### config.mk
export PLATFORM = sky130hd
export DESIGN_NAME = servo_pwm_array
export DESIGN_NICKNAME = d
export VERILOG_FILES = /design/src/rtl/servo_pkg.sv /design/src/rtl/servo_channel.sv /design/src/rtl/servo_pwm_array.sv
export SDC_FILE = /design/constraint.sdc
export NUM_CORES = 1
export LEC_CHECK = 0
export CORE_ASPECT_RATIO = 0.8
export CORE_MARGIN = 1
export CORE_UTILIZATION = 45
export DETAILED_ROUTE_END_ITERATION = 6
export PLACE_DENSITY = 0.6
export SYNTH_ARGS = -nofsm -noshare
export SYNTH_HDL_FRONTEND = slang
export SYNTH_SLANG_ARGS = --single-unit
### constraint.sdc
create_clock -name clk -period 18.7 [get_ports clk]
set_input_delay 5.61 -clock clk [delete_from_list [all_inputs] [get_ports clk]]
set_output_delay 5.61 -clock clk [all_outputs]
set_load 0.02 [all_outputs]
### src/rtl/servo_pkg.sv
// Shared constants and arithmetic helpers for the servo PWM array.
// Register offsets are relative to the first register after the targets.
package servo_pkg;

    localparam int REG_ENABLE = 0;
    localparam int REG_SLEW   = 1;
    localparam int REG_STATUS = 2;

    function automatic int clamp_us(int v, int lo, int hi);
        if (v < lo) return lo;
        if (v > hi) return hi;
        return v;
    endfunction

    function automatic int slew_step(int cur, int tgt, int slew);
        int d;
        d = tgt - cur;
        if (slew == 0 || (d <= slew && -d <= slew)) return tgt;
        if (d > 0) return cur + slew;
        return cur - slew;
    endfunction

endpackage

### src/rtl/servo_channel.sv
// One servo channel: frame-latched enable, slewed width, registered compare.
// Width and enable move only at frame boundaries so a pulse never glitches.
module servo_channel
    import servo_pkg::*;
#(
    parameter int               POS_W  = 16,
    parameter int               CNT_W  = 15,
    parameter logic [POS_W-1:0] RST_US = '0
) (
    input  logic             clk,
    input  logic             reset_n,
    input  logic             frame_start,
    input  logic             enable,
    input  logic [POS_W-1:0] target,
    input  logic [POS_W-1:0] slew,
    input  logic [CNT_W-1:0] us_cnt,
    output logic [POS_W-1:0] current,
    output logic             pwm
);

    logic en_act;

    always_ff @(posedge clk or negedge reset_n) begin
        if (!reset_n) begin
            current <= RST_US;
            en_act  <= 1'b0;
            pwm     <= 1'b0;
        end else begin
            if (frame_start) begin
                en_act  <= enable;
                current <= POS_W'(slew_step(int'(current), int'(target),
                                            int'(slew)));
            end
            pwm <= en_act && (32'(us_cnt) < 32'(current));
        end
    end

endmodule

### src/rtl/servo_pwm_array.sv
// N-channel hobby-servo PWM generator with an Avalon-MM register file.
// Microsecond prescaler and frame counter are shared by all channels.
module servo_pwm_array
    import servo_pkg::*;
#(
    parameter int NUM_CH   = 4,
    parameter int CLK_HZ   = 50_000_000,
    parameter int FRAME_US = 20000,
    parameter int MIN_US   = 1000,
    parameter int MAX_US   = 2000,
    parameter int POS_W    = 16,
    parameter int ADDR_W   = 3
) (
    input  logic                    clk,
    input  logic                    reset_n,
    input  logic [ADDR_W-1:0]       avs_address,
    input  logic                    avs_write,
    input  logic [31:0]             avs_writedata,
    input  logic                    avs_read,
    output logic [31:0]             avs_readdata,
    output logic [NUM_CH-1:0]       servo_pwm,
    output logic [NUM_CH*POS_W-1:0] pos_export,
    output logic                    frame_start
);

    localparam int PRE   = CLK_HZ / 1_000_000;
    localparam int CNT_W = $clog2(FRAME_US + 1);
    localparam logic [POS_W-1:0] MID = POS_W'((MIN_US + MAX_US) / 2);

    logic [31:0]       pre_cnt;
    logic [CNT_W-1:0]  us_cnt;
    logic              us_tick;
    logic [POS_W-1:0]  target  [NUM_CH];
    logic [POS_W-1:0]  current [NUM_CH];
    logic [NUM_CH-1:0] enable;
    logic [NUM_CH-1:0] status;
    logic [POS_W-1:0]  slew;
    logic [31:0]       rdata;
    logic [31:0]       tgt_rd;
    int                addr;
    logic              unused_wdata;

    assign addr         = int'(avs_address);
    assign unused_wdata = ^avs_writedata;
    assign us_tick      = (pre_cnt == 32'(PRE - 1));
    assign frame_start  = us_tick && (us_cnt == CNT_W'(FRAME_US - 1));

    always_ff @(posedge clk or negedge reset_n) begin
        if (!reset_n) begin
            pre_cnt <= '0;
            us_cnt  <= '0;
        end else begin
            pre_cnt <= us_tick ? '0 : pre_cnt + 32'd1;
            if (us_tick)
                us_cnt <= frame_start ? '0 : us_cnt + 1'b1;
        end
    end

    always_ff @(posedge clk or negedge reset_n) begin
        if (!reset_n) begin
            for (int i = 0; i < NUM_CH; i++)
                target[i] <= MID;
            enable <= '0;
            slew   <= '0;
        end else if (avs_write) begin
            for (int i = 0; i < NUM_CH; i++)
                if (addr == i)
                    target[i] <= POS_W'(clamp_us(
                        int'(avs_writedata[POS_W-1:0]), MIN_US, MAX_US));
            if (addr == NUM_CH + REG_ENABLE)
                enable <= avs_writedata[NUM_CH-1:0];
            if (addr == NUM_CH + REG_SLEW)
                slew <= avs_writedata[POS_W-1:0];
        end
    end

    always_comb begin
        tgt_rd = '0;
        for (int i = 0; i < NUM_CH; i++)
            if (addr == i)
                tgt_rd = 32'(target[i]);
    end

    always_comb begin
        rdata = '0;
        unique case (1'b1)
            (addr < NUM_CH):               rdata = tgt_rd;
            (addr == NUM_CH + REG_ENABLE): rdata = 32'(enable);
            (addr == NUM_CH + REG_SLEW):   rdata = 32'(slew);
            (addr == NUM_CH + REG_STATUS): rdata = 32'(status);
            default:                       rdata = '0;
        endcase
    end

    // Sampled before this cycle's write lands, so read+write returns old data
    always_ff @(posedge clk or negedge reset_n) begin
        if (!reset_n)
            avs_readdata <= '0;
        else if (avs_read)
            avs_readdata <= rdata;
    end

    for (genvar g = 0; g < NUM_CH; g++) begin : g_ch
        servo_channel #(
            .POS_W  (POS_W),
            .CNT_W  (CNT_W),
            .RST_US (MID)
        ) u_ch (
            .clk         (clk),
            .reset_n     (reset_n),
            .frame_start (frame_start),
            .enable      (enable[g]),
            .target      (target[g]),
            .slew        (slew),
            .us_cnt      (us_cnt),
            .current     (current[g]),
            .pwm         (servo_pwm[g])
        );
        assign status[g] = (current[g] != target[g]);
        assign pos_export[g*POS_W +: POS_W] = current[g];
    end

endmodule

==> Flow_metrics.wiki <==
{| class="wikitable"
! Metric !! Value
|-
| Number of standard cells in the final layout excluding fillers || 3519
|-
| Clock tree root driver cell || sky130_fd_sc_hd__clkbuf_16
|-
| Number of enable flip-flop cells after synthesis || 0
|-
| Min-delay worst type || reg2reg
|-
| Latest clock arrival within the worst-skew pair || 0.61 ns
|-
| Via count of the first global-routing pass || 20500
|-
| Final worst path period share || 50.8%
|-
| Final hold violation count || 0
|-
| Cell with the largest stage delay on the worst path || sky130_fd_sc_hd__inv_1
|-
| Number of routed nets with antenna violations || 0
|-
| Average wire per standard cell || 24.5 um
|-
| Total gr overflow || 0
|-
| Clock Sink Count || 219
|-
| Setup TNS || 0 ns
|-
| Delay of the slowest cell on the worst path || 0.80 ns
|-
| Global-route wire length before repair || 129000 um
|-
| Reg-to-reg setup timing slack || 11.11 ns
|-
| Initial antenna violation count || 1
|-
| Commonest non-fill, non-tap cell in the layout || sky130_fd_sc_hd__ha_1
|-
| Data required time of the worst path || 13.09 ns
|-
| Detail Placement HPWL || 65500 um
|-
| Inserted Clock Buffers || 28
|-
| Synthesized area per cell || 8.40 sq um
|-
| Peak Freq || 0.105 GHz
|-
| Post-synthesis sequential element count || 219
|-
| Leakage dissipation || 11.4 nW
|-
| Post-Synthesis Cell Area || 0.0231 sq mm
|-
| Dominant combinational cell family by area after synthesis || simple AND/OR/NAND/NOR gates
|-
| Yosys cell types || 93
|-
| Die height || 204 um
|-
| Post-synthesis xor/xnor area fraction || 8.70%
|-
| Crit-path max FO || 23
|-
| Number of maximum-capacitance constraint violations || 0
|-
| VDD IR-drop max || 0.0000720 V
|-
| Final worst clock skew || 0.0535 ns
|-
| Hold-fix buffers at CTS || 0
|-
| Critical Path, Cell by Cell || inv_1 > ha_1 > nor4b_1 > nand4_1 > nor2_1 > buf_4 > and2_1 > nand2_1 > inv_1 > clkdlybuf4s50_1
|-
| Initial drt markers || 2481
|-
| Maximum count of clock buffers along a single path || 3
|-
| Fraction of registers with async set/reset || 100%
|-
| Final setup violation count || 0
|-
| Share of cell area taken by muxes after synthesis || 4.53%
|-
| Filler instances || 4654
|-
| Overall die area || 0.0521 sq mm
|-
| Most used DFF post-synth || sky130_fd_sc_hd__dfrtp_1
|-
| Most repeated library cell on the critical path || sky130_fd_sc_hd__inv_1
|-
| Clock period minus worst slack || 9.50 ns
|-
| Seq/Total Area, Yosys || 24.1%
|-
| Number of nets in the final layout || 3188
|-
| Initial cell density of the core || 46.0%
|-
| DRC Markers || 0
|-
| Post-CTS setup repair buffer count || 0
|-
| Post-CTS resize count || 0
|-
| Startpoint types || flip-flop
|-
| Post-placement cell count || 3466
|-
| Cell area power density || 98.0 mW/mm^2
|-
| RePlAce Congestion || 0.975
|-
| Actual transition at the worst max-transition pin || 1.20 ns
|-
| Buffers on Ports || 107
|-
| Fin. max-slew vios || 0
|-
| Via total after detailed routing || 22100
|-
| Core box area || 0.0501 sq mm
|-
| Arrival time worst endpoint || 3.89 ns
|-
| Detail-routed via count per cell || 6.29
|-
| GRT Overall Usage || 32.9%
|-
| Leading cell types in the layout, fill and taps excluded || 320 x sky130_fd_sc_hd__ha_1, 262 x sky130_fd_sc_hd__nand2_1, 199 x sky130_fd_sc_hd__nor2_1
|-
| Synthesis Warnings || 0
|-
| Status || complete, no violations
|-
| Worst hold path depth || 1
|-
| Io pins || 140
|-
| Floorplan row count || 73
|-
| Depth of the most critical reg-to-reg path || 24
|-
| Area share of and/or/nand/nor cells after synthesis || 20.6%
|-
| Clock transition time at the flip-flop clock pins of the worst setup and hold paths || 0.06 ns
|-
| CTS tree || yes
|-
| Width of the die || 255 um
|-
| Sort of element at the end of the critical path || output port
|-
| Largest net degree at the start of global routing || 78
|-
| Slew Limit Headroom || 19.6%
|-
| Detailed Routing Iterations Pass 1 || 6
|-
| Setup repair after global routing missed its margin || no
|-
| Detailed Route WL || 86200 um
|-
| Post-synthesis share of cell area spent on full adders, half adders and majority gates || 18.1%
|-
| Fraction of layout instances using a drive strength above 1 || 7.85%
|-
| Post-synthesis compound-gate area fraction || 19.5%
|-
| Startpoint-to-endpoint class of the critical path || reg2out
|-
| Syn Inst Count || 2745
|-
| P&R area growth vs syn || 11.5%
|-
| Maximum level of the CTS H-tree || 1
|}
[routing by layer]
layer / global-route usage, % / share of wire, %
met4: 11.9 / 3.8
met5: 0 / 0.022
met3: 7.07 / 10
met1: 48.5 / 45
met2: 46.4 / 40
[metrics by stage]
step                      power, mW  hold slack [ns]  utilization, %  worst slack (ns)  cell area [sq um]
after floorplan                1.56            0.432               -             11.10              23100
after global placement         1.89            0.463            49.3              9.92              24700
after detailed placement       1.93            0.483            49.3              9.89              24700
after CTS                      2.50            0.496            51.2              9.24              25700
after global routing           2.68            0.506            51.2              8.98              25700
final                          2.52            0.492            51.3              9.20              25700
[registers in the layout, indices dropped and copies added (netlist names)]
name,cells
avs_readdata,16
enable,4
g_ch.u_ch.current,64
g_ch.u_ch.en_act,4
g_ch.u_ch.pwm,4
pre_cnt,32
slew,16
target,64
us_cnt,15
[final cells by class]
cell class,count,area (sq um),area share (%)
tap,675,845,3.29
clock buffer,41,830,3.23
antenna,3,7.51,0.0292
inverter,149,559,2.18
sequential,219,5550,21.6
timing repair buffer,130,1250,4.86
clock inverter,9,129,0.501
multi-input combinational,2293,16500,64.3
[cells in the mapped netlist (all sizes together) (23+ instances only)]
cell / n / share of area (%)
a211oi: 23 / 0.82
a21o: 64 / 2.1
a21oi: 131 / 2.8
a31oi: 31 / 0.84
and2: 38 / 1.0
buf: 33 / 1.0
clkbuf: 66 / 1.1
dfrtp: 163 / 18
dfstp: 56 / 6.4
ha: 320 / 17
inv: 140 / 2.3
mux2: 26 / 1.3
mux2i: 48 / 2.1
nand2: 262 / 4.3
nand2b: 26 / 0.71
nand3: 92 / 2.0
nand4: 56 / 1.5
nor2: 199 / 3.2
nor2b: 40 / 1.1
nor3: 76 / 1.6
nor4: 28 / 0.76
o21a: 42 / 1.4
o21ai: 182 / 4.0
or2: 28 / 0.76
or3: 36 / 0.98
xnor2: 169 / 6.4
xor2: 60 / 2.3
[logic make-up (layout without fill, tap and decap cells)]
group / count (synthesis) / after routing
muxes: 86 / 86
buffers and inverters: 248 / 329
and+or+nand+nor: 961 / 961
other: 1 / 19
xor gates and xnor gates: 229 / 229
AOI/OAI and AO/OA: 673 / 673
DFF: 219 / 219
adders and majority gates: 328 / 328
[path summary, 6_finish.rpt]
check / from / to
min in group asynchronous: reset_n / pre_cnt[14]$_DFF_PN0_
min: pre_cnt[25]$_DFF_PN0_ / pre_cnt[25]$_DFF_PN0_
min reg2reg: pre_cnt[25]$_DFF_PN0_ / pre_cnt[25]$_DFF_PN0_
max reg2reg: g_ch[0].u_ch.current[4]$_DFFE_PN1P_ / g_ch[0].u_ch.current[14]$_DFFE_PN0P_
max in group asynchronous: reset_n / g_ch[1].u_ch.current[0]$_DFFE_PN0P_
max: pre_cnt[1]$_DFF_PN0_ / frame_start
[where the power goes]
group / internal, mW / switching (mW) / leakage, nW
Clock: 0.335 / 0.227 / 0.472
Sequential: 0.507 / 0.0509 / 2.77
Combinational: 0.562 / 0.837 / 8.19
[critical path: cells and delay by family, from the launching register on]
family | cells | cell delay [ns]
buffers and inverters | 4 | 1.90
adders and majority gates | 1 | 0.13
and+or+nand+nor | 5 | 0.83
DFF | 1 | 0.41
Note: power is estimated with default switching activity, not from simulation.
